### src/rtl/mac_row_accumulator_pkg.sv
// Shared config encodings, FSM states and per-mode row tables for the row accumulator.
// Pure declarations: no latency, no flow control.
package mac_row_accumulator_pkg;

    localparam logic [1:0] CFG_SINGLE = 2'b00;
    localparam logic [1:0] CFG_DUAL   = 2'b01;
    localparam logic [1:0] CFG_QUAD   = 2'b10;

    typedef enum logic [1:0] {
        S_IDLE,
        S_ACCUM,
        S_DONE
    } state_t;

    typedef enum logic [1:0] {
        MODE_SINGLE,
        MODE_DUAL,
        MODE_QUAD
    } mode_t;

    // The reserved encoding 2'b11 behaves as single.
    function automatic mode_t decode_cfg(input logic [1:0] cfg_val);
        case (cfg_val)
            CFG_DUAL: return MODE_DUAL;
            CFG_QUAD: return MODE_QUAD;
            default:  return MODE_SINGLE;
        endcase
    endfunction

    function automatic logic [1:0] last_row_idx(input mode_t mode);
        case (mode)
            MODE_DUAL: return 2'd1;
            MODE_QUAD: return 2'd3;
            default:   return 2'd0;
        endcase
    endfunction

endpackage

### src/rtl/mac_row_accumulator_shift_add.sv
// Masks a row product to the mode's row width, shifts it by k*MIN_W and adds it to acc.
// Combinational, no flow control; the sum is truncated to the mode's result width.
module n_bit_adder #(
    parameter int N = 64
) (
    input  logic [N-1:0] a_i,
    input  logic [N-1:0] b_i,
    output logic [N-1:0] sum_o
);
    assign sum_o = a_i + b_i;
endmodule

module mac_row_shift_add
    import mac_row_accumulator_pkg::*;
#(
    parameter int MIN_W = 8,
    parameter int INT_W = 5 * MIN_W,
    parameter int ACC_W = 8 * MIN_W
) (
    input  logic [ACC_W-1:0] acc_i,
    input  logic [INT_W-1:0] row_i,
    input  logic [1:0]       idx_i,
    input  mode_t            mode_i,
    output logic [ACC_W-1:0] sum_o
);
    localparam logic [ACC_W-1:0] ONES = '1;

    logic [ACC_W-1:0] row_mask;
    logic [ACC_W-1:0] res_mask;
    logic [ACC_W-1:0] row_ext;
    logic [ACC_W-1:0] addend;
    logic [ACC_W-1:0] raw_sum;
    logic [31:0]      shamt;

    always_comb begin
        row_mask = ONES >> (ACC_W - 2 * MIN_W);
        res_mask = ONES >> (ACC_W - 2 * MIN_W);
        case (mode_i)
            MODE_DUAL: begin
                row_mask = ONES >> (ACC_W - 3 * MIN_W);
                res_mask = ONES >> (ACC_W - 4 * MIN_W);
            end
            MODE_QUAD: begin
                row_mask = ONES >> (ACC_W - 5 * MIN_W);
                res_mask = ONES;
            end
            default: ;
        endcase
    end

    assign row_ext = ACC_W'(row_i);
    assign shamt   = {30'd0, idx_i} * MIN_W;
    assign addend  = (row_ext & row_mask) << shamt;

    n_bit_adder #(.N(ACC_W)) u_adder (
        .a_i   (acc_i),
        .b_i   (addend),
        .sum_o (raw_sum)
    );

    assign sum_o = raw_sum & res_mask;

endmodule

### src/rtl/mac_row_accumulator.sv
// Accumulates 1/2/4 shifted row products into one result; out_valid rises the cycle after the last row.
// Rows stall (row_ready=0) while a finished result waits for out_ready.
module mac_row_accumulator
    import mac_row_accumulator_pkg::*;
#(
    parameter int MAC_CONF_WIDTH = 2,
    parameter int MAC_MIN_WIDTH  = 8,
    parameter int MAC_INT_WIDTH  = 5 * MAC_MIN_WIDTH,
    parameter int MAC_ACC_WIDTH  = 8 * MAC_MIN_WIDTH
) (
    input  logic                      clk,
    input  logic                      rst,
    input  logic                      clear,
    input  logic [MAC_CONF_WIDTH-1:0] cfg,
    input  logic                      row_valid,
    output logic                      row_ready,
    input  logic [MAC_INT_WIDTH-1:0]  row_data,
    output logic [1:0]                row_idx,
    output logic                      out_valid,
    input  logic                      out_ready,
    output logic [MAC_ACC_WIDTH-1:0]  out_data,
    output logic                      busy
);
    state_t                   state_q, state_d;
    mode_t                    cfg_q, cfg_d;
    mode_t                    mode_eff;
    logic [MAC_ACC_WIDTH-1:0] acc_q, acc_d;
    logic [MAC_ACC_WIDTH-1:0] sum;
    logic [1:0]               idx_q, idx_d;
    logic                     row_hs;
    logic                     out_hs;
    logic                     last_row;

    assign row_ready = (state_q != S_DONE);
    assign out_valid = (state_q == S_DONE);
    assign busy      = (state_q != S_IDLE);
    assign row_idx   = idx_q;
    assign out_data  = acc_q;

    assign row_hs = row_valid & row_ready;
    assign out_hs = out_valid & out_ready;

    // The live cfg input only matters for the first row; afterwards the latched mode rules.
    assign mode_eff = (state_q == S_IDLE) ? decode_cfg(cfg[1:0]) : cfg_q;
    assign last_row = (idx_q == last_row_idx(mode_eff));

    mac_row_shift_add #(
        .MIN_W (MAC_MIN_WIDTH),
        .INT_W (MAC_INT_WIDTH),
        .ACC_W (MAC_ACC_WIDTH)
    ) u_shift_add (
        .acc_i  (acc_q),
        .row_i  (row_data),
        .idx_i  (idx_q),
        .mode_i (mode_eff),
        .sum_o  (sum)
    );

    always_comb begin
        state_d = state_q;
        cfg_d   = cfg_q;
        acc_d   = acc_q;
        idx_d   = idx_q;
        if (clear) begin
            state_d = S_IDLE;
            cfg_d   = MODE_SINGLE;
            acc_d   = '0;
            idx_d   = '0;
        end else begin
            case (state_q)
                S_IDLE, S_ACCUM: begin
                    if (row_hs) begin
                        acc_d = sum;
                        cfg_d = mode_eff;
                        if (last_row) begin
                            state_d = S_DONE;
                            idx_d   = '0;
                        end else begin
                            state_d = S_ACCUM;
                            idx_d   = idx_q + 2'd1;
                        end
                    end
                end
                S_DONE: begin
                    if (out_hs) begin
                        state_d = S_IDLE;
                        acc_d   = '0;
                        idx_d   = '0;
                    end
                end
                default: state_d = S_IDLE;
            endcase
        end
    end

    always_ff @(posedge clk or posedge rst) begin
        if (rst) begin
            state_q <= S_IDLE;
            cfg_q   <= MODE_SINGLE;
            acc_q   <= '0;
            idx_q   <= '0;
        end else begin
            state_q <= state_d;
            cfg_q   <= cfg_d;
            acc_q   <= acc_d;
            idx_q   <= idx_d;
        end
    end

endmodule

### config.mk
export PLATFORM = sky130hd
export DESIGN_NAME = mac_row_accumulator
export DESIGN_NICKNAME = d
export VERILOG_FILES = /design/src/rtl/mac_row_accumulator_pkg.sv /design/src/rtl/mac_row_accumulator_shift_add.sv /design/src/rtl/mac_row_accumulator.sv
export SDC_FILE = /design/constraint.sdc
export NUM_CORES = 1
export LEC_CHECK = 0
export ABC_AREA = 1
export BUFFER_PORTS_ARGS = -buffer_cell sky130_fd_sc_hd__buf_2
export CAP_MARGIN = 20
export CORE_UTILIZATION = 55
export DETAILED_ROUTE_END_ITERATION = 6
export MAX_ROUTING_LAYER = met4
export PLACE_DENSITY = 0.76
export SLEW_MARGIN = 20
export SYNTH_ARGS = -nofsm -noshare
export SYNTH_HDL_FRONTEND = slang
export SYNTH_SLANG_ARGS = --single-unit
### constraint.sdc
create_clock -name clk -period 3.7 [get_ports clk]
set_input_delay 0.555 -clock clk [delete_from_list [all_inputs] [get_ports clk]]
set_output_delay 0.555 -clock clk [all_outputs]
set_load 0.1 [all_outputs]
# Word level (Yosys, flattened, before mapping)
# Index checks and enable logic that the tools add are counted.
totals:
  reg_bits: 70
  output_inout_bits: 69
classes:
  n_reduce_logical: 9
  shift: 1
  eq_ne: 10
  bitwise: 4
  muxes: 21
  addsub: 2
ops:
  columns: ["op", "count"]
  rows:
  - ["64-bit one-hot mux with 2 select lines", 2]
  - ["64-bit 2-to-1 mux", 3]
  - ["40-bit one-hot mux with 2 select lines", 1]
  - ["64-bit adder", 1]
  - ["64-bit AND", 1]
  - ["64-bit by 5-bit left shift with 64-bit output", 1]
  - ["40-bit AND", 1]
  - ["2-bit 2-to-1 mux", 11]
  - ["2-bit one-hot mux with 2 select lines", 4]
  - ["2-bit by 1-bit equality test with 1-bit output, second input constant", 3]
  - ["2-bit equality test, second input constant", 3]
  - ["2-bit nonzero test", 3]
  - ["2-bit AND reduction", 2]
  - ["3-bit by 2-bit != test with 1-bit output, second input constant", 1]
  - ["3-bit != test, second input constant", 1]
  - ["3-bit AND reduction", 1]
  - ["3-bit nonzero test", 1]
  - ["2-bit by 1-bit adder with 2-bit output, second input constant", 1]
  - ["1-bit AND", 2]
  - ["2-bit equality test", 1]
  - ["2-bit logical NOT", 1]
  - ["2-bit != test, second input constant", 1]
  - ["2-bit OR reduction", 1]

# Longest topological paths before layout
depth:
  depth_word: 12
  depth_mapped: 25

# By module
# A second synthesis with hierarchy kept.
hier_totals:
  hier_cells: 1864
  area_unflattened_um2: 10234.8
by_module_without_submodules:
  columns: ["module", "area_per_inst_um2", "cells_each", "seq_area_each_um2", "n_inst"]
  rows:
  - ["n_bit_adder", 5939.4, 1285, 0.0, 1]
  - ["mac_row_accumulator", 2673.8, 209, 1751.7, 1]
  - ["mac_row_shift_add", 1621.6, 370, 0.0, 1]

# Worst setup path before layout
# Ideal clock, no wire load.
synth_path:
  path_type: "register to register"
  start: "register idx_q[0], in the netlist row_idx[0]"
  end: "register acc_q[28], in the netlist out_data[28]"
  setup_time_ps: 120
  t_required_ps: 3580
  path_slack_ps: 478
  stages_incl_launch_ff: 16
  arrival_time_ps: 3102
  n_path_buf: 1
  path_cell_list: "dfrtp_1 -> inv_1 -> clkbuf_1 -> nand2_1 -> nor2_1 -> ha_1 -> fa_1 -> nand3_1 -> nand3_1 -> nand3_1 -> nand3_1 -> nand2_1 -> nand2_1 -> or2_2 -> nand3_1 -> nand2_1"
synth_via:
  elab_chain_cells: 6
synth_lines:
  columns: ["element", "line_no", "text"]
  rows:
  - ["start, declared", "mac_row_accumulator.sv:29", "logic [1:0] idx_q, idx_d;"]
  - ["start signal, assigned", "mac_row_accumulator.sv:106", "idx_q <= idx_d;"]
  - ["64-bit by 5-bit left shift with 64-bit output", "mac_row_accumulator_shift_add.sv:53", "assign addend = (row_ext & row_mask) << shamt;"]
  - ["64-bit adder", "mac_row_accumulator_shift_add.sv:10", "assign sum_o = a_i + b_i;"]
  - ["64-bit AND", "mac_row_accumulator_shift_add.sv:61", "assign sum_o = raw_sum & res_mask;"]
  - ["64-bit 2-to-1 mux", "mac_row_accumulator.sv:72", "if (row_hs) begin"]
  - ["64-bit one-hot mux with 2 select lines", "mac_row_accumulator.sv:70", "case (state_q)"]
  - ["64-bit 2-to-1 mux", "mac_row_accumulator.sv:64", "if (clear) begin"]
  - ["end signal, assigned", "mac_row_accumulator.sv:100", "acc_q <= '0;"]
  - ["end signal, assigned", "mac_row_accumulator.sv:105", "acc_q <= acc_d;"]
  - ["end, declared", "mac_row_accumulator.sv:27", "logic [MAC_ACC_WIDTH-1:0] acc_q, acc_d;"]
# No other way between the ends. The select of a mux whose other input is x is not followed.
# A chain may end at the register's enable or synchronous reset.

# Final worst setup path
layout_path:
  start: "register state_q[1]"
  end: "register acc_q[27], in the netlist out_data[27]"
layout_via:
  elab_chain_cells: 11
layout_lines:
  columns: ["element", "line_no", "text"]
  rows:
  - ["start, declared", "mac_row_accumulator.sv:24", "state_t state_q, state_d;"]
  - ["start signal, assigned", "mac_row_accumulator.sv:103", "state_q <= state_d;"]
  - ["2-bit logical NOT", "mac_row_accumulator.sv:44, mac_row_accumulator.sv:70", null]
  - ["2-bit 2-to-1 mux", "mac_row_accumulator.sv:44", "assign mode_eff = (state_q == S_IDLE) ? decode_cfg(cfg[1:0]) : cfg_q;"]
  - ["2-bit equality test / 2-bit by 1-bit equality test with 1-bit output (equally long branches)", "mac_row_accumulator_shift_add.sv:38", "case (mode_i)"]
  - ["40-bit one-hot mux with 2 select lines", "mac_row_accumulator_shift_add.sv:38", null]
  - ["40-bit AND", "mac_row_accumulator_shift_add.sv:53", null]
  - ["64-bit by 5-bit left shift with 64-bit output", "mac_row_accumulator_shift_add.sv:53", null]
  - ["64-bit adder", "mac_row_accumulator_shift_add.sv:10", null]
  - ["64-bit AND", "mac_row_accumulator_shift_add.sv:61", null]
  - ["64-bit 2-to-1 mux", "mac_row_accumulator.sv:72", null]
  - ["64-bit one-hot mux with 2 select lines", "mac_row_accumulator.sv:70", null]
  - ["64-bit 2-to-1 mux", "mac_row_accumulator.sv:64", null]
# Parallel ways exist; a longest one is shown, timed or not. The select of a mux whose other input is x is not followed.

==> impl_metrics.yaml <==
sta:
  post-route-min-period_ps: 3590
  setup_viol: 0
  worst_pin_slew_ps: 872
  finalCritPeriodShare: 0.969
  whs_ps: 375
  hold_viol: 0
  maxSlewHeadroom: 0.419
  fmax_ghz: 0.279
  fin_skew_ps: 10.4
  slew_violations: 0
  setup_tns_ps: 0
critical_path:
  path_buf_inv: 6
  arrival_ps: 3840
  max_stage_delay_ps: 410
  cp-endpoint: "out_data[27]"
  cp.depth: 23
  start_kind: "flip-flop"
  end_kind: "flip-flop"
  cp_common_cell: "nand2_1"
  r2r_cells: 23
  rr_startpoint: "state_q[1]"
  rr_endpoint: "out_data[27]"
  r2r_setup_slack_ps: 110
  path_cells: "nor2_4 > o21ai_1 > o21ai_1 > inv_1 > ha_4 > inv_4 > nand2_1 > buf_4 > nand2_1 > o21ai_2 > mux2i_1 > buf_4 > ha_1 > nand2_1 > nor2_1 > buf_4 > nand2_1 > inv_1 > a21oi_1 > nand2_2 > or2_2 > nand3_1 > nand2_1"
  startpoint: "state_q[1]"
  crit_fanout: 9
  critPathKind: "reg -> reg"
  cp_top_family: "simple AND/OR/NAND/NOR gates"
  slowest_stage: "dfrtp_1"
  crit_required_ps: 3950
logic_synthesis:
  yosysSeqAreaShare: 0.183
  synthTopCellsByArea: "nand2_1 (32%), dfrtp_1 (18%), inv_1 (14%)"
  synth_flop_cell: "dfrtp_1"
  synth_cells: 1804
  synthArstFlopShare: 1.00
  syn-num-nets: 1924
  synthMuxAreaShare: 0.0168
  synth-adder-area-share: 0.0964
  synth.top_cell.area_share: 0.318
  syn_area_per_cell_um2: 5.30
  yosysTopAreaCell: "nand2_1"
  synthXorXnorAreaFrac: 0.00367
  yosysUniqueCellTypes: 39
  yosys.area_share.simple: 0.452
  synth_edf_count: 0
  synth.cell_area_um2: 9560
  synth_compound_area_frac: 0.0856
  synth.most_common_cell: "nand2_1"
  synth_common_cells: "nand2_1 (810), inv_1 (363), nor2_1 (152)"
  yosysWarnings: 0
  synth_seq_cells: 70
  synth_top_family_by_area: "simple AND/OR/NAND/NOR gates"
floorplan:
  ios: 116
  rows: 47
  die_area_um2: 17900
  fp.dieH_um: 134
  die-width_um: 134
  start_util: 0.570
  core-area_um2: 16800
detailed_routing:
  vias: 12200
  drc_errors: 0
  drt_first_pass_iters: 6
  first_iter_violations: 1163
  vias_per_cell: 5.41
  wire_per_inst_um: 16.9
  drt_wl_total_um: 38200
  drtAntennaViolNets: 0
placed_design:
  dpl_cell_area_um2: 11200
  hpwlAfterDp_um: 31100
  io_buffers: 115
  gp_congestion: 1.10
clock_network:
  clock_sinks: 70
  cts-root-buf: "clkbuf_16"
  cts.clk_slew.worst_paths_ps: 70
  cts_hold_buf: 0
  ctsHtreeMaxLevel: 3
  clk_latency_ps: 360
  cts_tree: "yes"
  cts-buffers-inserted: 9
  clockBufferDepth: 2
global_routing:
  grt_start_max_net_pins: 48
  first_global_vias: 10900
  grt-ovfl-total: 0
  grt_antenna_before_repair: 0
  track_usage: 0.439
  grt_pass1_wl_um: 57900
power_and_ir_drop:
  p_per_area_nw_per_um2: 774
  ir_worst_vdd_uv: 782
  p_leak_nw: 7.48
final_layout:
  drive_gt1_frac: 0.176
  antennaDiodeCount: 0
  nets: 2147
  final_util: 0.709
  multi_input_comb_area_um2: 6570
  register_area_um2: 1750
  area_growth_pct: 24.3
  nFillCells: 1572
  stdcell_area_um2: 11900
worst_hold_path:
  min_path_type: "in -> async"
status:
  status: "finished, final reports clean"
run:
  drv_cap: 0
[cell usage in the layout, fill, tap and decap left out, types with 3 or more instances in the layout]
master	synthesis	final
nor3_1	16	14
ha_1	72	61
a21oi_2	0	7
nor4_1	4	4
clkbuf_16	0	9
buf_2	5	115
nand4_1	13	13
a21oi_1	50	42
o21ai_2	1	14
nand3_1	79	78
mux2i_1	16	13
nand2_2	3	16
o21bai_1	4	4
inv_1	363	361
ha_4	0	4
nor2_2	1	19
dfrtp_1	70	70
xnor2_1	3	3
or2_2	8	8
nor2_1	152	131
nand2_1	810	797
o21ai_1	13	39
nor2_4	1	4
a32o_1	4	4
o21ai_0	71	32
ha_2	0	7
nor3_2	1	3
inv_2	3	5
buf_4	6	124
buf_12	0	3
[how the worst min path moves through the flow]
stage / startpoint / end / slack, ps / depth (start not counted)
after floorplan: cfg_q[1] / cfg_q[1] / 530 / 2
after global placement: out_data[7] / out_data[7] / 500 / 2
after detailed placement: out_data[3] / out_data[3] / 510 / 2
after CTS: rst / out_data[1] / 410 / 2
after global routing: rst / out_data[0] / 450 / 2
final: rst / out_data[1] / 370 / 2
[metal layers]
metal / part of all wire / GRT usage / vias up
met4: 0.030 / 0.119 / 0
met3: 0.12 / 0.0915 / 105
met5: 0 / - / -
li1: - / - / 5894
met2: 0.41 / 0.637 / 698
met1: 0.44 / 0.612 / 5476
[final cells by class]
cell class                 count  area share
clock inverter                 5     0.00495
clock buffer                  11      0.0204
inverter                     368       0.117
sequential                    70       0.148
timing repair buffer         244       0.134
tap                          220      0.0232
multi-input combinational   1334       0.553
[timing repair]
item	4_1_cts	5_1_grt
pin swaps	0	13
gates resized for setup	17	106
setup buffers	0	7
hold endpoints to repair	0	0
endpoints found under the setup margin	40	44
[worst register-to-register path, delay by kind of cell, from the launching register on]
family / cells / cell delay [ps]
AND/OR/NAND/NOR: 10 / 1160
buffers and inverters: 6 / 680
adder cells (fa/ha/maj): 2 / 580
AO/OA/AOI/OAI: 4 / 530
flip-flops: 1 / 410
multiplexers: 1 / 130
[through the flow]
step                setup slack (ps)  instances  total power [mW]
floorplan                        478       1804              5.42
global placement                -550       2227              7.52
detailed placement              -569       2229              7.65
CTS                             31.7       2245              8.65
global route                   -71.0       2252              9.69
finish                           115       2252              9.19
[power breakdown]
part | leakage (nW) | switching (mW) | internal, mW
combinational | 6.38 | 4.81 | 2.23
sequential | 0.953 | 0.233 | 0.954
clock | 0.142 | 0.417 | 0.543
[state kept, by name, indices dropped and copies added, names as in the netlist]
| register | count |
|---|---|
| out_data | 64 |
| cfg_q | 2 |
| row_idx | 2 |
| state_q | 2 |
[kinds of logic (layout without fill, tap and decap cells)]
group                      Yosys count  count (layout)
muxes                               16              16
adders and majority gates           73              73
and+or+nand+nor                   1090            1090
buffers and inverters              400             628
AOI/OAI and AO/OA                  151             151
DFF                                 70              70
xor gates and xnor gates             4               4
No activity file was read; power rests on OpenSTA's default activity.
